### src/rtl/vco_readout_pkg.sv
// vco_readout_pkg: shared FSM states, warmup length and phase-state count for the VCO readout.
package vco_readout_pkg;
  typedef enum logic [1:0] {IDLE, WARMUP, RUN} state_t;
  localparam int WARMUP_CYCLES = 4;
  function automatic int n_states(input int pw);
    return 2 * pw;
  endfunction
endpackage

### src/rtl/vco_phase_to_bin.sv
// vco_phase_to_bin: rotation-thermometer phase word to phase index; bubble flag with VCO_BUBBLE_FLAG_EN.
module vco_phase_to_bin
  import vco_readout_pkg::*;
#(
  parameter int PHASE_WIDTH = 11,
  parameter int SW = $clog2(n_states(PHASE_WIDTH))
) (
  input  logic [PHASE_WIDTH-1:0] p,
  output logic [SW-1:0]          s
`ifdef VCO_BUBBLE_FLAG_EN
  ,
  output logic                   bubble
`endif
);
  logic [SW-1:0] pc;
  always_comb begin
    pc = '0;
    for (int i = 0; i < PHASE_WIDTH; i++) pc = pc + SW'(p[i]);
    s = (p[0] || p == '0) ? pc : SW'(n_states(PHASE_WIDTH)) - pc;
  end
`ifdef VCO_BUBBLE_FLAG_EN
  logic [PHASE_WIDTH-1:0] ones;
  assign ones = '1;
  // re-encode the decoded index; any difference means the word was not a valid rotation
  assign bubble = p != ((s <= SW'(PHASE_WIDTH)) ? ones >> (SW'(PHASE_WIDTH) - s)
                                                : ones << (s - SW'(PHASE_WIDTH)));
`endif
endmodule

### src/rtl/vco_phase_readout.sv
// vco_phase_readout: VCO phase sampler, decimating accumulator and valid/ready sample output.
// Optional VCO_BUBBLE_FLAG_EN adds the saturating bubble_cnt port.
module vco_phase_readout
  import vco_readout_pkg::*;
#(
  parameter int PHASE_WIDTH = 11,
  parameter int DECIM = 512,
  parameter int SMP_W = $clog2((2 * PHASE_WIDTH - 1) * DECIM + 1)
) (
  input  logic                   clk,
  input  logic                   rst,
  input  logic                   en,
  output logic                   vco_enb,
  input  logic [PHASE_WIDTH-1:0] vco_p,
  output logic [SMP_W-1:0]       smp_data,
  output logic                   smp_valid,
  input  logic                   smp_ready,
  output logic                   ovf,
  input  logic                   ovf_clr
`ifdef VCO_BUBBLE_FLAG_EN
  ,
  output logic [15:0]            bubble_cnt
`endif
);
  localparam int NS = n_states(PHASE_WIDTH);
  localparam int SW = $clog2(NS);
  localparam int CW = $clog2(DECIM);
  localparam int WW = $clog2(WARMUP_CYCLES);
  logic [PHASE_WIDTH-1:0] p1, p2;
  logic [SW-1:0] s_dec, s_q, s_prev, d;
  logic [CW-1:0] cnt;
  logic [WW-1:0] wcnt;
  logic [SMP_W-1:0] acc, frame_sum;
  logic frame_done;
  state_t state;
`ifdef VCO_BUBBLE_FLAG_EN
  logic bub_dec, bub_q;
`endif
  vco_phase_to_bin #(.PHASE_WIDTH(PHASE_WIDTH), .SW(SW)) u_dec (
    .p(p2),
    .s(s_dec)
`ifdef VCO_BUBBLE_FLAG_EN
    ,
    .bubble(bub_dec)
`endif
  );
  // modular step; the wrap-around form is exact because the true step always fits SW bits
  assign d = (s_q >= s_prev) ? s_q - s_prev : s_q + SW'(NS) - s_prev;
  always_ff @(posedge clk) begin
    if (rst) begin
      p1 <= '0;
      p2 <= '0;
      s_q <= '0;
      s_prev <= '0;
    end else begin
      p1 <= vco_p;
      p2 <= p1;
      s_q <= s_dec;
      s_prev <= s_q;
    end
  end
  always_ff @(posedge clk) begin
    if (rst) begin
      state <= IDLE;
      vco_enb <= 1'b1;
      wcnt <= '0;
      cnt <= '0;
      acc <= '0;
      frame_sum <= '0;
      frame_done <= 1'b0;
    end else begin
      frame_done <= 1'b0;
      case (state)
        IDLE: begin
          acc <= '0;
          cnt <= '0;
          wcnt <= '0;
          if (en) begin
            state <= WARMUP;
            vco_enb <= 1'b0;
          end
        end
        WARMUP: begin
          if (!en) begin
            state <= IDLE;
            vco_enb <= 1'b1;
          end else begin
            wcnt <= wcnt + 1'b1;
            if (wcnt == WW'(WARMUP_CYCLES - 1)) state <= RUN;
          end
        end
        RUN: begin
          if (!en) begin
            state <= IDLE;
            vco_enb <= 1'b1;
          end else if (cnt == CW'(DECIM - 1)) begin
            frame_sum <= acc + SMP_W'(d);
            frame_done <= 1'b1;
            acc <= '0;
            cnt <= '0;
          end else begin
            acc <= acc + SMP_W'(d);
            cnt <= cnt + 1'b1;
          end
        end
        default: state <= IDLE;
      endcase
    end
  end
  always_ff @(posedge clk) begin
    if (rst) begin
      smp_data <= '0;
      smp_valid <= 1'b0;
      ovf <= 1'b0;
    end else begin
      if (frame_done && !(smp_valid && !smp_ready)) begin
        smp_data <= frame_sum;
        smp_valid <= 1'b1;
      end else if (smp_valid && smp_ready) begin
        smp_valid <= 1'b0;
      end
      ovf <= (frame_done & smp_valid & ~smp_ready) | (ovf & ~ovf_clr);
    end
  end
`ifdef VCO_BUBBLE_FLAG_EN
  always_ff @(posedge clk) begin
    if (rst) begin
      bub_q <= 1'b0;
      bubble_cnt <= '0;
    end else begin
      bub_q <= bub_dec;
      if (bub_q && state != IDLE && bubble_cnt != 16'hFFFF) bubble_cnt <= bubble_cnt + 1'b1;
    end
  end
`endif
endmodule

### config.mk
export PLATFORM = sky130hd
export DESIGN_NAME = vco_phase_readout
export DESIGN_NICKNAME = d
export VERILOG_FILES = /design/src/rtl/vco_readout_pkg.sv /design/src/rtl/vco_phase_to_bin.sv /design/src/rtl/vco_phase_readout.sv
export SDC_FILE = /design/constraint.sdc
export NUM_CORES = 1
export LEC_CHECK = 0
export ABC_AREA = 1
export BUFFER_PORTS_ARGS = -buffer_cell sky130_fd_sc_hd__buf_4
export CORE_ASPECT_RATIO = 0.75
export CORE_UTILIZATION = 40
export DETAILED_ROUTE_END_ITERATION = 10
export PLACE_DENSITY = 0.69
export SLEW_MARGIN = 20
export SYNTH_ARGS = -nofsm -noshare
export SYNTH_HDL_FRONTEND = slang
export SYNTH_SLANG_ARGS = --single-unit
### constraint.sdc
create_clock -name clk -period 3.2 [get_ports clk]
set_input_delay 0.8 -clock clk [delete_from_list [all_inputs] [get_ports clk]]
set_output_delay 0.8 -clock clk [all_outputs]
set_load 0.03 [all_outputs]
==> flow_summary.ini <==
[run_status]
status = complete, but fails checks
violations = design-rule violations, negative setup slack

[yosys]
synth_cell_types = 36
synth_compound_area_share_pct = 12.03
yosys.area_share.xor_xnor_pct = 1.922
synth_top_family_by_area = simple AND/OR/NAND/NOR gates
synth_ff_type = dfxtp_1
yosysSeqAreaShare_pct = 39.98
avgSynthCellArea_um2 = 7.595
synth_top_area_share_pct = 39.98
synth_edf_count = 0
yosysMostFrequentCell = inv_1
yosysWarnings = 0
synth_fa_ha_area_share_pct = 12.63
synth.mux.area_fraction_pct = 0.2197
ys_top_cells_by_count = 105 x inv_1, 103 x nand2_1, 91 x dfxtp_1
synth-simple-area-share_pct = 22.10
syn_nets = 656
ys_async_sr_fraction_pct = 0
netlist_top_cells_area = dfxtp_1 40%, inv_1 8.6%, nand2_1 8.5%
synth_cells = 600
ys_ff_latch = 91
syn_area_um2 = 4557
synth_top_cell_by_area = dfxtp_1

[cts]
worstSkewPairLatency_ns = 0.34
clk_pin_slew_ns = 0.06
cts_buffers = 9
root_buffer = clkbuf_16
cts.sinks = 91
clock_path_buffers = 2
cts_tree = done
hold_buffers = 0
cts_max_level = 3

[global_routing]
grt_overflow_total = 0
grt_pass1_wl_um = 14730
grt_max_degree = 55
grt.total_usage_pct = 15.68
grt_pass1_vias = 3399
antenna_found_initial = 0

[detailed_routing]
drtIter0Drc = 211
highest_layer = met4
drtAntennaViolNets = 0
drt_pass1_iterations = 8
met1Wirelength_um = 4158
finalWirelength_um = 8649
wl_met3_um = 420
avgRoutedWirePerCell_um = 11.10
routed-wl-met2_um = 3932
vias = 3663
drc = 6
vias_per_cell = 4.702

[timing]
final_max_slew_viol_count = 0
fin_hold_ws_ns = 0.3959
worstMarginPinSlew_ns = 0.9542
layout_setup_ws_ns = -0.2685
rsz0062_at_grt = yes
clock_skew_ns = 0.008342
hold_viol_final = 0
fmax_mhz = 288.3
maxSlewHeadroom_pct = 36.32
finalCriticalPeriod_ns = 3.468
setup_viol_count_final = 4
post-route-period-util_pct = 108.4

[setup_path]
reg2reg_from = p2[0]
cp.arrival_ns = 3.75
cp-start-kind = register
crit_required_ns = 3.48
critical_path.slowest_cell = fa_2
crit_path_start = p2[0]
crit_type = register to register
slowest_delay_ns = 0.58
cp-end-kind = register
cp_max_fo = 2
path_cells = inv_2 > ha_4 > inv_2 > fa_1 > fa_1 > fa_1 > inv_2 > ha_4 > fa_2 > ha_4 > or2_4 > a21oi_2

[pwr]
p_per_area_nw_per_um2 = 566.8
power.total_uw = 3050
netSwitchingFraction_pct = 30.36
ir_drop_mv = 0.3615
power.share.clock_pct = 35.2
power_frac_comb_pct = 25.8
power.switching_uw = 925.7
power.leakage_uw = 0.002427
seqPwrFrac_pct = 39.0
p_int_uw = 2124

[floorplan]
ios = 33
rows = 33
die_h_um = 94.44
core_area_um2 = 11020
initial_core_util_pct = 41.33
die_x_um = 125.2
dieArea_um2 = 11830

[placed_design]
hpwl_um = 6098
pre_cts_slack_ns = -0.3585
gp_congestion = 0.8644
placedCellCount = 761
portBuffers = 32

[cells_and_area]
final_nets = 690
drive_gt1_share_pct = 16.28
antenna_cells = 0
area_growth_pct = 18.07
fin_cells = 779

[min_path]
hp-class = register to register
worstHoldStart = p1[0]

[job]
maxCapViolations = 0
## cells in the final DEF (no fill, tap or decap), drive strengths merged, types with 3 or more instances in the layout
cell | Yosys | layout
inv | 109 | 110
nand2 | 107 | 107
dfxtp | 91 | 91
nor2 | 85 | 85
buf | 10 | 40
o21ai | 40 | 40
a21oi | 34 | 34
nand3 | 34 | 34
ha | 30 | 30
clkbuf | 7 | 11
fa | 10 | 10
xor2 | 9 | 9
o21bai | 8 | 8
nand4 | 5 | 5
o21a | 3 | 3
clkinvlp | 0 | 3
nor3 | 3 | 3
## worst max-delay path: cells and delay by family (launching register included)
| kind | cells | cell delay, ns |
|---|---|---|
| compound gates | 1 | 0.10 |
| fa+ha+maj | 7 | 2.63 |
| buf+inv | 3 | 0.13 |
| flops | 1 | 0.33 |
| simple gates | 1 | 0.22 |
## area by class of cell
cell class              count  area (um2)
repair buffers             40       304.0
multi-input cells         383        2361
well taps                 140       175.2
inverters                 109       411.6
clock buffers              11       242.7
flip-flops and latches     91        1824
clock inverters             5       61.31
fillers                  1039        5644
## flip-flops by register name, indices dropped and copies added (netlist names), 2 cells and up
register	count
s_prev	5
s_q	5
p2	11
frame_sum	14
smp_data	14
cnt	9
acc	14
state	2
p1	11
wcnt	2
## path summary, 6_finish.rpt
check | end | slack (ns) | cells after the start
worst max-delay path | s_q[1] | -0.27 | 12
worst min-delay path | p2[0] | 0.40 | 2
worst max register to register | s_q[1] | -0.27 | 12
worst min register to register | p2[0] | 0.40 | 2
## power by group through the flow
stage | Clock (uW) | Sequential (uW) | Combinational (uW)
floorplan | 0 | 1210 | 513
global placement | 0 | 1210 | 640
detailed placement | 0 | 1220 | 671
CTS | 1110 | 1190 | 709
global route | 1160 | 1190 | 886
finish | 1070 | 1190 | 786
## per-stage QoR
| step | utilization, % | area, um2 | setup TNS [ns] |
|---|---|---|---|
| after floorplan | - | 4579 | -0.7113 |
| after global placement | 44.83 | 4942 | -0.9386 |
| final | 48.80 | 5380 | -0.7576 |
| after detailed placement | 44.83 | 4942 | -1.266 |
| after CTS | 48.08 | 5300 | -0.8216 |
| after global routing | 48.80 | 5380 | -1.324 |
## metal layers
layer  GRT usage (%)  vias up
li1                -     1934
met4           6.606        0
met5               0        -
met3           4.079       17
met2           26.49       79
met1           19.16     1633
## timing repair
action                                  in CTS  in global routing
endpoints found under the setup margin       4                 19
buffers inserted                             1                  1
resized for setup                           13                 17
pin swaps                                   14                  8
## cell families (layout without fill, tap and decap cells)
kind of cell               count (synthesis)  in the layout
and+or+nand+nor                          238            238
adders and majority gates                 40             40
buffers and inverters                    126            165
AOI/OAI and AO/OA                         94             94
muxes                                      1              1
DFF                                       91             91
xor gates and xnor gates                  10             10
Power figures use the tool's default switching activity.
